===== src/rtl/tinyalu_driver.sv =====
// Command initiator for the tinyalu start/done interface: one command in flight,
// valid/ready on both sides. Optional performance counters under TINYALU_DRV_PERF_EN.
module tinyalu_driver #(
    parameter int TIMEOUT_CYCLES = 16,
    parameter int CNT_W          = 16
) (
    input  logic             clk,
    input  logic             reset,
`ifdef TINYALU_DRV_PERF_EN
    output logic [CNT_W-1:0] perf_cmd_cnt,
    output logic [CNT_W-1:0] perf_err_cnt,
    output logic [CNT_W-1:0] perf_busy_cnt,
`endif
    input  logic             cmd_valid,
    output logic             cmd_ready,
    input  logic [2:0]       cmd_op,
    input  logic [7:0]       cmd_a,
    input  logic [7:0]       cmd_b,
    output logic             alu_start,
    output logic [2:0]       alu_op,
    output logic [7:0]       alu_A,
    output logic [7:0]       alu_B,
    input  logic             alu_done,
    input  logic [15:0]      alu_result,
    output logic             rsp_valid,
    input  logic             rsp_ready,
    output logic [15:0]      rsp_result,
    output logic [2:0]       rsp_op,
    output logic             rsp_err
);

    // Handshakes: a transfer happens on any rising clk edge where valid and ready
    // are both high; a source holds valid and its payload stable until that edge.

    typedef enum logic [1:0] {
        S_IDLE  = 2'd0,
        S_ISSUE = 2'd1,
        S_RESP  = 2'd2
    } state_t;

    localparam logic [7:0] CNT_LAST = 8'(TIMEOUT_CYCLES - 1);

    state_t      state_q, state_d;
    logic [7:0]  cnt_q, cnt_d;
    logic        cmd_ready_q, cmd_ready_d;
    logic        alu_start_q, alu_start_d;
    logic [2:0]  alu_op_q, alu_op_d;
    logic [7:0]  alu_a_q, alu_a_d;
    logic [7:0]  alu_b_q, alu_b_d;
    logic        rsp_valid_q, rsp_valid_d;
    logic [15:0] rsp_result_q, rsp_result_d;
    logic [2:0]  rsp_op_q, rsp_op_d;
    logic        rsp_err_q, rsp_err_d;
    logic        cmd_is_alu;

    assign cmd_is_alu = (cmd_op >= 3'd1) && (cmd_op <= 3'd4);

    always_comb begin
        state_d      = state_q;
        cnt_d        = cnt_q;
        cmd_ready_d  = cmd_ready_q;
        alu_start_d  = alu_start_q;
        alu_op_d     = alu_op_q;
        alu_a_d      = alu_a_q;
        alu_b_d      = alu_b_q;
        rsp_valid_d  = rsp_valid_q;
        rsp_result_d = rsp_result_q;
        rsp_op_d     = rsp_op_q;
        rsp_err_d    = rsp_err_q;
        case (state_q)
            S_IDLE: begin
                // cmd_ready is registered so it is low during reset and rises one cycle after.
                cmd_ready_d = 1'b1;
                if (cmd_valid && cmd_ready_q) begin
                    cmd_ready_d = 1'b0;
                    rsp_op_d    = cmd_op;
                    cnt_d       = 8'd0;
                    if (cmd_is_alu) begin
                        state_d     = S_ISSUE;
                        alu_start_d = 1'b1;
                        alu_op_d    = cmd_op;
                        alu_a_d     = cmd_a;
                        alu_b_d     = cmd_b;
                    end else begin
                        state_d      = S_RESP;
                        rsp_valid_d  = 1'b1;
                        rsp_result_d = 16'h0000;
                        rsp_err_d    = (cmd_op != 3'd0);
                    end
                end
            end
            S_ISSUE: begin
                // A done landing on the terminal count still counts as a normal completion.
                if (alu_done) begin
                    state_d      = S_RESP;
                    alu_start_d  = 1'b0;
                    rsp_valid_d  = 1'b1;
                    rsp_result_d = alu_result;
                    rsp_err_d    = 1'b0;
                    cnt_d        = 8'd0;
                end else if (cnt_q == CNT_LAST) begin
                    state_d      = S_RESP;
                    alu_start_d  = 1'b0;
                    rsp_valid_d  = 1'b1;
                    rsp_result_d = 16'h0000;
                    rsp_err_d    = 1'b1;
                    cnt_d        = 8'd0;
                end else begin
                    cnt_d = cnt_q + 8'd1;
                end
            end
            S_RESP: begin
                if (rsp_ready) begin
                    state_d     = S_IDLE;
                    rsp_valid_d = 1'b0;
                    cmd_ready_d = 1'b1;
                end
            end
            default: begin
                state_d = S_IDLE;
            end
        endcase
    end

    always_ff @(posedge clk or posedge reset) begin
        if (reset) begin
            state_q      <= S_IDLE;
            cnt_q        <= 8'd0;
            cmd_ready_q  <= 1'b0;
            alu_start_q  <= 1'b0;
            alu_op_q     <= 3'd0;
            alu_a_q      <= 8'd0;
            alu_b_q      <= 8'd0;
            rsp_valid_q  <= 1'b0;
            rsp_result_q <= 16'h0000;
            rsp_op_q     <= 3'd0;
            rsp_err_q    <= 1'b0;
        end else begin
            state_q      <= state_d;
            cnt_q        <= cnt_d;
            cmd_ready_q  <= cmd_ready_d;
            alu_start_q  <= alu_start_d;
            alu_op_q     <= alu_op_d;
            alu_a_q      <= alu_a_d;
            alu_b_q      <= alu_b_d;
            rsp_valid_q  <= rsp_valid_d;
            rsp_result_q <= rsp_result_d;
            rsp_op_q     <= rsp_op_d;
            rsp_err_q    <= rsp_err_d;
        end
    end

    assign cmd_ready  = cmd_ready_q;
    assign alu_start  = alu_start_q;
    assign alu_op     = alu_op_q;
    assign alu_A      = alu_a_q;
    assign alu_B      = alu_b_q;
    assign rsp_valid  = rsp_valid_q;
    assign rsp_result = rsp_result_q;
    assign rsp_op     = rsp_op_q;
    assign rsp_err    = rsp_err_q;

`ifdef TINYALU_DRV_PERF_EN
    logic [CNT_W-1:0] perf_cmd_q, perf_cmd_d;
    logic [CNT_W-1:0] perf_err_q, perf_err_d;
    logic [CNT_W-1:0] perf_busy_q, perf_busy_d;
    logic             rsp_fire;

    assign rsp_fire = rsp_valid_q && rsp_ready;

    // All counters stick at all-ones instead of wrapping.
    always_comb begin
        perf_cmd_d  = perf_cmd_q;
        perf_err_d  = perf_err_q;
        perf_busy_d = perf_busy_q;
        if (rsp_fire && (perf_cmd_q != '1)) begin
            perf_cmd_d = perf_cmd_q + CNT_W'(1);
        end
        if (rsp_fire && rsp_err_q && (perf_err_q != '1)) begin
            perf_err_d = perf_err_q + CNT_W'(1);
        end
        if ((state_q == S_ISSUE) && (perf_busy_q != '1)) begin
            perf_busy_d = perf_busy_q + CNT_W'(1);
        end
    end

    always_ff @(posedge clk or posedge reset) begin
        if (reset) begin
            perf_cmd_q  <= '0;
            perf_err_q  <= '0;
            perf_busy_q <= '0;
        end else begin
            perf_cmd_q  <= perf_cmd_d;
            perf_err_q  <= perf_err_d;
            perf_busy_q <= perf_busy_d;
        end
    end

    assign perf_cmd_cnt  = perf_cmd_q;
    assign perf_err_cnt  = perf_err_q;
    assign perf_busy_cnt = perf_busy_q;
`endif

endmodule


===== config.mk =====
export PLATFORM = sky130hd
export DESIGN_NAME = tinyalu_driver
export DESIGN_NICKNAME = d
export VERILOG_FILES = /design/src/rtl/tinyalu_driver.sv
export SDC_FILE = /design/constraint.sdc
export NUM_CORES = 1
export LEC_CHECK = 0
export CORE_MARGIN = 8
export CORE_UTILIZATION = 35
export CTS_BUF_LIST = sky130_fd_sc_hd__clkbuf_16
export DETAILED_ROUTE_END_ITERATION = 12
export GPL_ROUTABILITY_DRIVEN = 0
export GPL_TIMING_DRIVEN = 1
export PLACE_DENSITY = 0.64
export SLEW_MARGIN = 20
export SYNTH_ARGS = -nofsm -noshare
export SYNTH_HDL_FRONTEND = slang
export SYNTH_SLANG_ARGS = --single-unit

===== constraint.sdc =====
create_clock -name clk -period 3.3 [get_ports clk]
set_clock_uncertainty 0.05 [all_clocks]
set_input_delay 0.66 -clock clk [delete_from_list [all_inputs] [get_ports clk]]
set_output_delay 0.66 -clock clk [all_outputs]
set_load 0.01 [all_outputs]

==> results.yml <==
outcome:
  status: "finished, final reports clean"
clocking:
  cts_resized: 0
  cts_tree: "built"
  h-tree-depth: 2
  clock_path_buffers: 2
  post_cts_buffers: 0
  clock_latency_ns: 0.29
  cts_num_sinks: 52
  cts_buffers: 5
  cts_hold_buf: 0
  cts.clk_slew.worst_paths_ns: 0.06
  root_buffer: "clkbuf_16"
sta:
  fin_setup_tns_ns: 0
  hold_violations: 0
  whs_ns: 0.454
  worstMarginPinSlew_ns: 0.614
  fin_crit_sh: 0.808
  setup_ws_ns: 0.633
  fmax_ghz: 0.375
  slew_headroom: 0.590
  rsz0062_at_grt: "false"
  period_minus_slack_ns: 2.67
  drv_slew: 0
  setup_viol: 0
critical_path:
  slowest_delay_ns: 0.51
  critPathKind: "input port to register"
  endpoint_kind: "register"
  worstPathArrival_ns: 2.79
  start_kind: "input port"
  crit_fanout: 17
  path_buf_inv: 2
  crit_chain: "clkdlybuf4s50_1, or3_2, and3_1, or3_1, buf_4, mux2_4"
  crit_slowest_cell: "or3_2"
  crit_required_ns: 3.42
  cp_top_family: "simple AND/OR/NAND/NOR gates"
floorplanning:
  coreArea_sq_um: 6680
  start_util: 0.357
  die_width_um: 98.5
  fp-row-count: 30
  die_area_sq_um: 9700
  die_y_um: 98.5
  ioPinCount: 82
finish:
  fin_cells: 350
  nFillCells: 595
  nets: 313
  final_layout_size_suffix_gt1_frac: 0.215
  multi_input_comb_area_sq_um: 1010
  diodes: 0
  area_growth_pct: 43.9
  seq_area_sq_um: 1300
global_routing:
  grt_pass1_wl_mm: 9.23
  grt_pass1_vias: 1833
  grt_max_degree: 29
  grtUsageTotal: 0.117
  grt-ovfl-total: 0
  antenna_found_initial: 0
yosys:
  synth-edff-count: 0
  yosys_warnings: 0
  synth.area.top_cells: "dfrtp_1 55%, mux2_2 15%, mux2_4 6.3%, and3_1 4.5%, ha_1 2.1%"
  synthesis.area_sq_um: 2380
  ys_ff_latch: 52
  synth_common_cells: "52 x dfrtp_1, 31 x mux2_2, 17 x and3_1"
  yosysMostFrequentCell: "dfrtp_1"
  yosys_most_used_dff: "dfrtp_1"
  yosysTopAreaCell: "dfrtp_1"
  syn_area_per_cell_sq_um: 12.9
  synth_fp_nets: 228
  ys_seq_area_frac: 0.546
  synthDistinctLibCells: 33
  yosys.area.top_type_share: 0.546
  syn_inst: 184
  async_reset_ff_frac: 1.00
drt:
  num_vias: 1715
  drtIter0Drc: 55
  wire_per_inst_um: 15.9
  viasPerCell: 4.90
  ant_nets: 0
  drc: 0
  detail_route.first_pass.iterations: 4
  wl_mm: 5.56
job:
  maxCapViolations: 0
place:
  numPortBuffers: 81
  hpwl_mm: 4.08
  dpl_worst_slack_ns: 0.339
  dp_cells: 342
worst_hold_path:
  hold_class: "register to register"
power:
  leakagePower_nw: 1.58
  power_density_nw_per_um2: 816
  ir_drop_v: 0.000445
-- where the power goes --
| part | internal [mW] | switching (mW) |
|---|---|---|
| Combinational | 0.761 | 0.516 |
| Clock | 0.277 | 0.226 |
| Sequential | 0.882 | 0.135 |
-- placed cells by master, fill, tap and decap left out, types with 2 or more instances in the layout --
cell type	count
nand2b_1	4
o21ai_0	8
mux2i_1	2
buf_4	4
clkbuf_16	5
nand2_1	8
mux2_4	10
a21oi_1	3
nor2_1	6
and3_1	17
clkdlybuf4s50_1	81
mux2_2	31
xnor2_1	5
a21o_1	2
a211oi_1	3
ha_1	4
inv_1	6
dfrtp_1	52
nand3_1	4
-- layout make-up --
class                           instances  area share
Clock buffer                            5      0.0365
Inverter                                5     0.00547
Clock inverter                          3     0.00474
Timing Repair Buffer                   86       0.251
Tap cell                               80      0.0292
Sequential cell                        52       0.380
Multi-Input combinational cell        119       0.293
-- per-layer routing --
layer	GRT usage	part of all wire	up-vias
met3	0.0599	0.087	2
met4	0.0319	0.0025	0
met5	0	0	-
met1	0.137	0.43	851
li1	-	-	815
met2	0.185	0.48	47
-- per-stage QoR --
step | cell area, sq um | utilization | power (mW)
2_1_floorplan | 2380 | - | 1.71
3_3_place_gp | 3290 | 0.492 | 2.31
3_5_place_dp | 3290 | 0.492 | 2.32
4_1_cts | 3430 | 0.513 | 2.84
5_1_grt | 3430 | 0.513 | 2.98
6_report | 3430 | 0.513 | 2.80
-- registers in the layout, indices dropped and copies added, names as in the netlist --
signal      cells
alu_op          3
alu_B           8
alu_start       1
state_q         2
rsp_op          3
cmd_ready       1
alu_A           8
rsp_err         1
rsp_result     16
cnt_q           8
rsp_valid       1
-- cell families (layout without fill, tap and decap cells) --
family,after synthesis,in the layout,share of synthesized area
flip-flops,52,52,0.546
AND/OR/NAND/NOR,48,48,0.116
multiplexers,43,43,0.218
AO/OA/AOI/OAI,19,19,0.0494
buffers and inverters,13,99,0.0315
XOR/XNOR,5,5,0.0184
adder cells (fa/ha/maj),4,4,0.0210
-- worst paths after layout --
path / end / slack, ns / startpoint / cells past startpoint
min in group asynchronous: alu_A[5] / 0.72 / reset / 2
min reg2reg: alu_B[5] / 0.45 / alu_B[5] / 1
max: rsp_result[5] / 0.63 / cmd_op[0] / 6
max in group asynchronous: cnt_q[1] / 1.93 / reset / 3
max reg2reg: rsp_result[5] / 0.92 / state_q[0] / 7
min: alu_B[5] / 0.45 / alu_B[5] / 1
No activity file was read; power rests on OpenSTA's default activity.
